`src/rtl/mem_ctrl_pkg.sv`:
```
// Shared types and constants for the memory access controller.
package mem_ctrl_pkg;

  // Controller sequencing states.
  typedef enum logic [2:0] {
    IDLE     = 3'd0,
    SETUP    = 3'd1,
    STROBE   = 3'd2,
    WAIT_MFC = 3'd3,
    RESP     = 3'd4
  } state_e;

  // Memory RW pin encoding.
  localparam logic RW_READ  = 1'b1;
  localparam logic RW_WRITE = 1'b0;

  // Identifies which requester owns the current access.
  typedef enum logic {
    GNT_FETCH = 1'b0,
    GNT_DATA  = 1'b1
  } gnt_e;

endpackage

```
`src/rtl/mem_arb_pick.sv`:
```
// Fetch/data arbiter: data has priority, but fetch is forced once it has
// watched STARVE_MAX consecutive data grants go by.
module mem_arb_pick
  import mem_ctrl_pkg::*;
#(
  parameter int STARVE_MAX = 3
) (
  input  logic clk,
  input  logic reset,
  input  logic f_req_i,
  input  logic d_req_i,
  input  logic gnt_i,
  output gnt_e winner_o
);

  localparam int CNT_W = (STARVE_MAX > 0) ? $clog2(STARVE_MAX + 1) : 1;

  logic [CNT_W-1:0] starve_q, starve_d;
  logic             force_fetch;

  assign force_fetch = (starve_q == CNT_W'(STARVE_MAX));

  // Winner select: data unless only fetch is asking or fetch has starved.
  always_comb begin
    winner_o = GNT_FETCH;
    if (d_req_i && !(f_req_i && force_fetch)) begin
      winner_o = GNT_DATA;
    end
  end

  // Starvation count: data grants seen while fetch keeps waiting.
  always_comb begin
    starve_d = starve_q;
    if (!f_req_i) begin
      starve_d = '0;
    end else if (gnt_i) begin
      starve_d = (winner_o == GNT_DATA) ? starve_q + CNT_W'(1) : '0;
    end
  end

  // Starvation counter register.
  always_ff @(posedge clk) begin
    if (reset) begin
      starve_q <= '0;
    end else begin
      starve_q <= starve_d;
    end
  end

endmodule

```
`src/rtl/mem_access_ctrl.sv`:
```
// Memory access controller: turns clocked req/ack transactions from the
// fetch and data ports into the EN/RW/MFC handshake of the asynchronous
// memory. Optional macro MEM_TIMEOUT_EN bounds the wait for MFC and reports
// an abandoned access through err.
module mem_access_ctrl
  import mem_ctrl_pkg::*;
#(
  parameter int ADDR_W      = 16,
  parameter int DATA_W      = 16,
  parameter int STARVE_MAX  = 3,
  parameter int TIMEOUT_CYC = 64
) (
  input  logic              clk,
  input  logic              reset,
  input  logic              f_req,
  input  logic [ADDR_W-1:0] f_addr,
  output logic              f_ack,
  output logic [DATA_W-1:0] f_rdata,
  input  logic              d_req,
  input  logic              d_rw,
  input  logic [ADDR_W-1:0] d_addr,
  input  logic [DATA_W-1:0] d_wdata,
  output logic              d_ack,
  output logic [DATA_W-1:0] d_rdata,
  output logic              err,
  output logic              busy,
  output logic              EN,
  output logic              RW,
  output logic [ADDR_W-1:0] MAR_to_MEM,
  output logic [DATA_W-1:0] MDR_to_MEM,
  input  logic [DATA_W-1:0] MEM_to_MDR,
  input  logic              MFC
);

  if (TIMEOUT_CYC < 2 || STARVE_MAX < 1) begin : g_param_check
    $error("mem_access_ctrl: TIMEOUT_CYC must be >= 2 and STARVE_MAX >= 1");
  end

  state_e            state_q, state_d;
  gnt_e              sel_q;
  gnt_e              winner;
  logic              grant;
  logic              timeout;
  logic              rw_q;
  logic [ADDR_W-1:0] mar_q;
  logic [DATA_W-1:0] mdr_q;
  logic [DATA_W-1:0] f_rdata_q, d_rdata_q;
  logic [DATA_W-1:0] rd_word;

  // A stale MFC from an earlier (possibly abandoned) access blocks issue.
  assign grant = (state_q == IDLE) && (f_req || d_req) && !MFC;

  mem_arb_pick #(
    .STARVE_MAX (STARVE_MAX)
  ) u_arb (
    .clk      (clk),
    .reset    (reset),
    .f_req_i  (f_req),
    .d_req_i  (d_req),
    .gnt_i    (grant),
    .winner_o (winner)
  );

`ifdef MEM_TIMEOUT_EN
  localparam int TO_W = $clog2(TIMEOUT_CYC);

  logic [TO_W-1:0] to_cnt_q, to_cnt_d;
  logic            err_q;

  // Counts cycles since STROBE entry so the ack lands TIMEOUT_CYC cycles
  // after STROBE when MFC never arrives.
  always_comb begin
    to_cnt_d = to_cnt_q;
    if (state_q == SETUP) begin
      to_cnt_d = '0;
    end else if (state_q == STROBE || (state_q == WAIT_MFC && !MFC)) begin
      to_cnt_d = to_cnt_q + TO_W'(1);
    end
  end

  assign timeout = (state_q == WAIT_MFC) && !MFC &&
                   (to_cnt_q == TO_W'(TIMEOUT_CYC - 1));

  // Timeout counter and error flag; err_q is only ever high during RESP.
  always_ff @(posedge clk) begin
    if (reset) begin
      to_cnt_q <= '0;
      err_q    <= 1'b0;
    end else begin
      to_cnt_q <= to_cnt_d;
      err_q    <= timeout;
    end
  end

  assign err = err_q;
`else
  assign timeout = 1'b0;
  assign err     = 1'b0;
`endif

  // Next-state logic for the handshake sequence.
  always_comb begin
    state_d = state_q;
    unique case (state_q)
      IDLE:     if (grant) state_d = SETUP;
      SETUP:    state_d = STROBE;
      STROBE:   state_d = WAIT_MFC;
      WAIT_MFC: if (MFC || timeout) state_d = RESP;
      RESP:     state_d = IDLE;
      default:  state_d = IDLE;
    endcase
  end

  // State register; reset abandons any access and drops EN at once.
  always_ff @(posedge clk) begin
    if (reset) begin
      state_q <= IDLE;
    end else begin
      state_q <= state_d;
    end
  end

  // A timed-out read returns zero instead of whatever the bus holds.
  assign rd_word = MFC ? MEM_to_MDR : '0;

  // Access registers: winner's request latched at grant and held through
  // RESP; read data captured into the owning port's rdata on completion.
  always_ff @(posedge clk) begin
    if (reset) begin
      sel_q     <= GNT_FETCH;
      mar_q     <= '0;
      mdr_q     <= '0;
      rw_q      <= RW_WRITE;
      f_rdata_q <= '0;
      d_rdata_q <= '0;
    end else begin
      if (grant) begin
        sel_q <= winner;
        if (winner == GNT_DATA) begin
          mar_q <= d_addr;
          mdr_q <= d_wdata;
          rw_q  <= d_rw;
        end else begin
          mar_q <= f_addr;
          rw_q  <= RW_READ;
        end
      end
      if (state_q == WAIT_MFC && (MFC || timeout) && rw_q == RW_READ) begin
        if (sel_q == GNT_FETCH) begin
          f_rdata_q <= rd_word;
        end else begin
          d_rdata_q <= rd_word;
        end
      end
    end
  end

  assign EN         = (state_q == STROBE) || (state_q == WAIT_MFC);
  assign busy       = (state_q != IDLE);
  assign f_ack      = (state_q == RESP) && (sel_q == GNT_FETCH);
  assign d_ack      = (state_q == RESP) && (sel_q == GNT_DATA);
  assign RW         = rw_q;
  assign MAR_to_MEM = mar_q;
  assign MDR_to_MEM = mdr_q;
  assign f_rdata    = f_rdata_q;
  assign d_rdata    = d_rdata_q;

endmodule

```
`config.mk`:
```
export PLATFORM = sky130hd
export DESIGN_NAME = mem_access_ctrl
export DESIGN_NICKNAME = d
export VERILOG_FILES = /design/src/rtl/mem_ctrl_pkg.sv /design/src/rtl/mem_arb_pick.sv /design/src/rtl/mem_access_ctrl.sv
export SDC_FILE = /design/constraint.sdc
export NUM_CORES = 1
export LEC_CHECK = 0
export ABC_AREA = 1
export CORE_UTILIZATION = 43
export DETAILED_ROUTE_END_ITERATION = 10
export PLACE_DENSITY_LB_ADDON = 0.05
export SLEW_MARGIN = 10
export SYNTH_ARGS = -nofsm -noshare
export SYNTH_HDL_FRONTEND = slang
export SYNTH_SLANG_ARGS = --single-unit
```
`constraint.sdc`:
```
create_clock -name clk -period 1.9 [get_ports clk]
set_input_delay 0.38 -clock clk [delete_from_list [all_inputs] [get_ports clk]]
set_output_delay 0.38 -clock clk [all_outputs]
set_load 0.1 [all_outputs]
```
Word level (Yosys, flattened, before mapping)
Cells that the tools add are included.
{ "word_totals": {"regBits": 71, "in_bits": 70, "output_inout_bits": 70, "wordCells": 45} }
{ "op_classes": {"n_addsub": 1, "n_eq_ne": 7, "muxes": 8, "n_bitwise": 2, "n_reduce_logical": 19} }
{ "ops": {"columns": ["cell", "n"], "rows": [
  ["two-way mux 16 bit", 2],
  ["case mux 3 bit (4 select lines)", 1],
  ["logical AND 1 bit", 8],
  ["AND reduction 2 bit", 4],
  ["equality test 3 x 2 -> 1 bit (second input constant)", 2],
  ["two-way mux 3 bit", 2],
  ["!= test 2 bit (second input constant)", 2],
  ["equality test 3 x 1 -> 1 bit (second input constant)", 1],
  ["equality test 3 bit (second input constant)", 1],
  ["logical NOT 3 bit", 1],
  ["nonzero test 3 bit", 1],
  ["adder 2 x 1 -> 2 bit (second input constant)", 1],
  ["equality test 2 bit (second input constant)", 1],
  ["logical NOT 1 bit", 2],
  ["logical OR 1 bit", 2],
  ["two-way mux 1 bit", 2],
  ["two-way mux 2 bit", 1],
  ["inverter 1 bit", 2],
  ["OR reduction 2 bit", 1]
]} }

Longest topological paths before layout
Gate-level depths: netlist (run 1).
{ "logic_depth": {"depth_word": 6, "ltp_mapped": 9, "mapped_depth_nobuf": 8} }

By module
Synthesis (run 1) repeated with hierarchy kept, for this count alone.
{ "unflattened": {"hier_cells": 516, "hier_area_um2": 3288.2} }
{ "by_module_without_submodules": {"columns": ["mod", "n_inst", "cells_per_inst", "area_each_um2", "seq_area_each_um2"], "rows": [
  ["mem_access_ctrl", 1, 498, 3173.0, 1381.3],
  ["mem_arb_pick", 1, 18, 115.1, 40.0]
]} }

Worst setup path before layout (run 1)
OpenSTA, ideal clock, no wires.
{ "synth_timing": {"kind": "register to output", "start": "register state_q[2]", "end": "output d_ack", "arrival_ns": 1.822, "setup_slack_ns": -0.302, "stages_incl_launch_ff": 3, "path_buffers": 0, "cell_sequence": "dfxtp_1 nand2_1 nor2_1"} }
{ "synth_via": {"elab_chain_len": 2} }
{ "synth_lines": {"columns": ["element", "line", "text"], "rows": [
  ["start: declaration", "mem_access_ctrl.sv:39", "state_e state_q, state_d;"],
  ["start signal: assignment", "mem_access_ctrl.sv:119", "state_q <= state_d;"],
  ["equality test 3 bit", "mem_access_ctrl.sv:161", "assign d_ack = (state_q == RESP) && (sel_q == GNT_DATA);"],
  ["logical AND 1 bit", "mem_access_ctrl.sv:161", null],
  ["end: declaration", "mem_access_ctrl.sv:23", "output logic d_ack,"]
]} }
No other way between the ends.

Final worst setup path (run 1)
Same ends and word-level chain as after synthesis.

==> key figures, run 1 <==
Timing
  – Final worst slack: about 160 ps
  – Setup Viol. Count Final: 0
  – Final Hold Viols: 0
  – Slew Viols, Final: 0
  – Final Cycle Share: between 90 and 100%
  – Final Skew: ~14 ps
  – Tmin final: 1740 ps
  – RSZ-0062 raised after global routing: no
  – Setup TNS: 0 ps
  – FMAX: between 500 and 600 MHz
  – Worst hold margin: around 480 ps

Yosys
  – Post-Synth Simple-Gate Area: approximately 37%
  – YS warnings: 0
  – Ys async rst share: 0%
  – Synthesized area per cell: ~6.3 sq um
  – Post-Syn Instances: 530
  – Synth unique cells: 25
  – Main combinational cell family by area after synthesis: simple AND/OR/NAND/NOR gates
  – Primary FF master, synth: dfxtp_1
  – Synth top area share: between 40% and 50%
  – Most frequent cells after synthesis: nor2_1 (139), nand2_1 (131), inv_1 (103), dfxtp_1 (71), o21ai_0 (19)
  – Syn Nets: between 600 and 700
  – Post-synthesis sequential area ratio: a little over two fifths
  – Number of flops mapped to enable cells by yosys: 0
  – Compound-gate portion of the synthesized area: 3.62%
  – Top cells by area, synth: dfxtp_1 (42%), nor2_1 (16%), nand2_1 (15%)
  – Synth area leader: dfxtp_1
  – Adder-cell share of the synthesized area: 0.373%
  – Synth Area in XOR/XNOR: 0%
  – Most instantiated library cell after synthesis: nor2_1
  – Seq cells post-synth: between 70 and 80
  – Mapped Area: roughly 3400 sq um
  – Mux contribution to synthesized area: 0%

Critical path
  – CP cell instances: nand2_1 > nor2_1 > buf_12
  – Worst Path Max Fanout: 6
  – Critical Path RT: about 1500 ps
  – Largest delay share family, worst path: flip-flops
  – Delay of the slowest cell on the worst path: ~500 ps
  – Critical path class: reg2out
  – Critical Path AT: roughly 1400 ps
  – Crit. End Element: primary output
  – Type of origin of the critical path: flop
  – Worst Path Buf+Inv: 1
  – Critical-path top delay cell: dfxtp_1

Detailed routing
  – Vias per inst: 4.30
  – Detail Route Antenna Nets: 0
  – Drt first-iter violations: between 70 and 80
  – Post-Route WL: 7730 microns
  – Vias: around 3.3k
  – WL/cell: 10.0 microns
  – Router iterations before antenna repair: 4
  – Drc violations: 0

Power and ir drop
  – Maximum resistive drop on vdd: about 420 uV
  – Internal power: 0.00242 W
  – Sw Pwr: approximately 0.0014 W
  – Lkg Pwr: between 2 and 3 nW
  – Logic gate share of total power: about a third
  – Flop pwr share: 41.9%
  – Sw Share: between 30% and 40%
  – Clock power frac: 26.0%
  – Pwr dens: slightly below 800 nW/um^2

Clock network
  – CTS resizes: 0
  – Clk sinks: 71
  – Clock Latency Late Sink: roughly 340 ps
  – CTS tree: done
  – H-tree Lvls: 3
  – CTS root buf: clkbuf_8
  – TritonCTS Buffers: 9
  – # Post-CTS Setup Buffers: 0
  – Hold-fix buffers, CTS: 0
  – Reg clk slew, reported paths: ~70 ps
  – CTS Buffer Depth: 2

Die
  – Die ar.: 8160 sq um
  – Chip width: 90.3 microns
  – I/O Pins: 140
  – Core area: about 7400 sq um
  – Starting density of the core: a little under half
  – Die Height: 90.3 microns
  – Standard-cell rows: 31

Final layout
  – Multi-input gate area: 1380 sq um
  – Final core utilization: between 60 and 70%
  – N_diodes: 0
  – Layout Nets: roughly 740
  – Final cell count without fillers: 770
  – P&R area growth vs syn: 46.1%
  – Register area: approximately 1400 sq um
  – Share of cells above drive strength 1: around 17%
  – Fill cells: 687

Hold path
  – Hold Path Class: reg2reg

Place
  – Placer congestion estimate: ~0.8
  – Port-buffer cells: about 140
  – Post-placement cell count: ~750
  – Detailed Place HPWL: ~5800 microns
  – Dpl ws: 49.1 ps

GRT
  – Largest net degree at the start of global routing: 34
  – First-pass GRT wire length: ~13000 microns
  – GRT overflow: 0
  – Antenna violations before repair: 0
  – GR Util All Layers: between 20% and 30%
  – Vias in the first global route: ~3.1k

Run
  – Maxcap violations: 0

Status
  – Status: finished clean
-- final timing paths --
check | start | end | slack (ps) | cells after the start
hold / removal | u_arb.starve_q[1] | u_arb.starve_q[1] | 480 | 2
setup reg to reg | u_arb.starve_q[0] | RW | 540 | 7
hold reg to reg | u_arb.starve_q[1] | u_arb.starve_q[1] | 480 | 2
setup / recovery | state_q[2] | d_ack | 160 | 3
-- cell families after synthesis --
logic type	Yosys count
and+or+nand+nor	304
adders and majority gates	1
DFF	71
other	1
buffers and inverters	130
AOI/OAI and AO/OA	23
-- state kept, by name, summed over array words and instances, names as in the netlist --
signal / flops
MAR_to_MEM: 16
MDR_to_MEM: 16
RW: 1
d_rdata: 16
f_rdata: 16
sel_q: 1
state_q: 3
u_arb.starve_q: 2
-- through the flow --
stage / instance area, sq um / power [W]
2_1_floorplan: 3350 / 0.00252
3_3_place_gp: 4740 / 0.00288
3_5_place_dp: 4740 / 0.00290
4_1_cts: 4900 / 0.00391
5_1_grt: 4900 / 0.00407
6_report: 4900 / 0.00386
-- worst register-to-register path, delay by kind of cell, from the launching register on --
kind	cells	cell delay [ps]
adder cells (fa/ha/maj)	1	200
buffers and inverters	1	100
flip-flops	1	320
AND/OR/NAND/NOR	5	660
-- metal layers --
| metal | global-route usage (%) | vias to the layer above | share of wire (%) |
|---|---|---|---|
| li1 | - | 1795 | - |
| met5 | 0 | - | 0 |
| met4 | 6.59 | 0 | 1.2 |
| met2 | 34.4 | 85 | 49 |
| met1 | 24.5 | 1425 | 44 |
| met3 | 6.14 | 8 | 6.4 |
-- power by group through the flow --
stage	Clock [W]	Combinational, W	Sequential [W]
2_1_floorplan	0	0.000375	0.00215
3_3_place_gp	0	0.00124	0.00165
3_5_place_dp	0	0.00125	0.00165
4_1_cts	0.00104	0.00125	0.00162
5_1_grt	0.00112	0.00133	0.00163
6_report	0.00100	0.00124	0.00162
-- final cells by class --
class	instances	share of cell area, %
inverter	106	8.17
clock buffer	12	2.76
tap	99	2.53
multi-input combinational	329	28.2
sequential	71	29.0
timing repair buffer	149	28.9
clock inverter	4	0.459
-- placed cells by master, fill, tap and decap left out --
master,count
nand2_4,1
inv_1,102
o21bai_1,1
inv_4,1
conb_1,1
nand3_4,1
clkdlybuf4s50_1,69
nand2_2,8
clkbuf_8,9
nand3_1,16
clkbuf_1,3
nor2_4,3
nor4_1,2
clkinv_2,3
dfxtp_1,71
a21oi_1,2
o21ai_0,19
nand2_1,131
buf_12,10
nor2_1,139
nand3_2,2
ha_1,1
a21oi_2,1
buf_4,70
nor2_2,1
clkinvlp_4,1
inv_2,3
(Power assumes the default switching activity.)
==> run 2: changes to the inputs <==
--- a/config.mk
+++ b/config.mk
@@ -6,8 +6,10 @@
 export NUM_CORES = 1
 export LEC_CHECK = 0
 export ABC_AREA = 1
+export ABC_CLOCK_PERIOD_IN_PS = 1900
 export CORE_UTILIZATION = 43
 export DETAILED_ROUTE_END_ITERATION = 10
+export GPL_ROUTABILITY_DRIVEN = 0
 export PLACE_DENSITY_LB_ADDON = 0.05
 export SLEW_MARGIN = 10
 export SYNTH_ARGS = -nofsm -noshare
==> results of run 2 <==
Final layout, timing and power as in run 1 (identical DEF).
==> run 3: changes to the inputs <==
--- a/config.mk
+++ b/config.mk
@@ -7,6 +7,7 @@
 export LEC_CHECK = 0
 export ABC_AREA = 1
 export ABC_CLOCK_PERIOD_IN_PS = 1900
+export CORE_MARGIN = 2
 export CORE_UTILIZATION = 43
 export DETAILED_ROUTE_END_ITERATION = 10
 export GPL_ROUTABILITY_DRIVEN = 0
==> key figures, run 3 (synthesis gave the netlist of run 1 again) <==
Status
  – Status: finished clean

Critical path
  – Critical path class: reg2out
  – Critical Path RT: about 1500 ps
  – Type of origin of the critical path: flop
  – Crit. End Element: primary output
  – Critical Path AT: between 1000 and 1500 ps
  – Worst Path Max Fanout: 6

Final layout
  – Most common cell after layout, fill and taps aside: nor2_1
  – P&R area growth vs syn: 48.0%
  – Most frequent cells in the layout: nor2_1 (139), nand2_1 (131), inv_1 (102), buf_4 (75), dfxtp_1 (71)
  – Final core utilization: between 60% and 70%
  – Fill cells: around 720
  – Share of cells above drive strength 1: between 10% and 20%
  – Layout Nets: 741
  – N_diodes: 0
  – Final cell count without fillers: ~780

GRT
  – Largest net degree at the start of global routing: 38
  – Antenna violations before repair: 0
  – Vias in the first global route: 3121
  – GR Util All Layers: about a fifth
  – GRT overflow: 0
  – First-pass GRT wire length: approximately 14000 microns

Detailed routing
  – Detail Route Antenna Nets: 0
  – Drt first-iter violations: 97
  – Vias per inst: approximately 4.3
  – Vias: approximately 3.3k
  – Post-Route WL: approximately 8000 microns
  – WL/cell: roughly 10 microns
  – Met2 routed WL: between 3000 and 4000 microns
  – Highest Signal Layer: met4
  – Drc violations: 0
  – Metal1 wirelength: roughly 3600 microns
  – Metal3 WL: between 400 and 500 microns
  – Router iterations before antenna repair: 4

Timing
  – RSZ-0062 raised after global routing: no
  – Final Cycle Share: between 90% and 100%
  – Final worst slack: approximately 160 ps
  – Final Hold Viols: 0
  – Slew Viols, Final: 0
  – FMAX: 576 MHz
  – Setup Viol. Count Final: 0
  – Tmin final: approximately 1700 ps
  – Final Skew: 8.40 ps

Clock network
  – TritonCTS Buffers: 9
  – Clock Latency Late Sink: approximately 330 ps
  – CTS tree: done
  – CTS root buf: clkbuf_8
  – CTS resizes: 0
  – H-tree Lvls: 3
  – Hold-fix buffers, CTS: 0
  – # Post-CTS Setup Buffers: 0
  – Reg clk slew, reported paths: ~70 ps
  – CTS Buffer Depth: 2
  – Clk sinks: 71

Die
  – Starting density of the core: 43.9%
  – Standard-cell rows: 32
  – Die Height: between 90 and 100 microns
  – Core area: between 7000 and 8000 sq um
  – I/O Pins: 140
  – Die ar.: 8520 sq um
  – Chip width: approximately 90 microns

Place
  – Detailed Place HPWL: between 5000 and 6000 microns
  – Port-buffer cells: around 140
  – Dpl ws: about 86 ps
  – Post-placement cell count: 761

Power and ir drop
  – Logic gate share of total power: 30.6%
  – Lkg Pwr: approximately 2.6 nW
  – Pwr dens: roughly 820 nW/um^2
  – Maximum resistive drop on vdd: ~500 uV
  – Sw Pwr: about 0.0015 W
  – Flop pwr share: about two fifths
  – Internal power: 0.00262 W
  – Clock power frac: between 20 and 30%
  – Sw Share: 35.7%

Hold path
  – Hold Path Class: reg2reg

Run
  – Maxcap violations: 0
run 3: changes by cell type in the layout (fill, tap and decap cells not counted):
cell,change
buf_12,-1
clkbuf_1,-2
clkinv_2,-2
bufinv_16,+1
buf_4,+5
clkbuf_8,+2
run 3: stage by stage:
stage | hold slack (ps) | setup TNS, ps | cell area, sq um | total power (W)
6_report | 489 | 0 | 4960 | 0.00407
5_1_grt | 532 | 0 | 4960 | 0.00426
4_1_cts | 489 | 0 | 4960 | 0.00411
3_5_place_dp | 477 | 0 | 4770 | 0.00290
3_3_place_gp | 461 | 0 | 4770 | 0.00289
2_1_floorplan | 449 | -749 | 3350 | 0.00252
run 3: final cells by class:
type | count | area [sq um] | area share [%]
clock buffer | 12 | 155 | 3.13
clock inverter | 3 | 42.5 | 0.857
inverter | 106 | 400 | 8.07
multi-input combinational | 329 | 1380 | 27.9
sequential | 71 | 1420 | 28.6
tap | 102 | 128 | 2.57
timing repair buffer | 153 | 1430 | 28.9
run 3: final timing paths:
check	end	slack [ps]	cells after the start	start
min	u_arb.starve_q[1]	490	2	u_arb.starve_q[1]
max reg2reg	MDR_to_MEM[5]	530	9	u_arb.starve_q[0]
max	d_ack	160	3	state_q[2]
min reg2reg	u_arb.starve_q[1]	490	2	u_arb.starve_q[1]
run 3: routing by layer:
| layer | global-route usage [%] | vias up |
|---|---|---|
| met4 | 6.22 | 0 |
| met5 | 0 | - |
| li1 | - | 1797 |
| met2 | 34.8 | 96 |
| met3 | 4.48 | 11 |
| met1 | 23.6 | 1426 |
run 3: power by group through the flow:
| stage | clock network, W | logic [W] | registers [W] |
|---|---|---|---|
| after CTS | 0.00124 | 0.00125 | 0.00162 |
| final | 0.00121 | 0.00125 | 0.00162 |
| after global placement | 0 | 0.00124 | 0.00165 |
| after floorplan | 0 | 0.000375 | 0.00215 |
| after global routing | 0.00131 | 0.00132 | 0.00162 |
| after detailed placement | 0 | 0.00125 | 0.00165 |
run 3: worst max-delay path, cell delays in order (launching register included):
cell and delay, ps:
dfxtp_1 520, nand2_1 120, nor2_1 180, buf_12 200
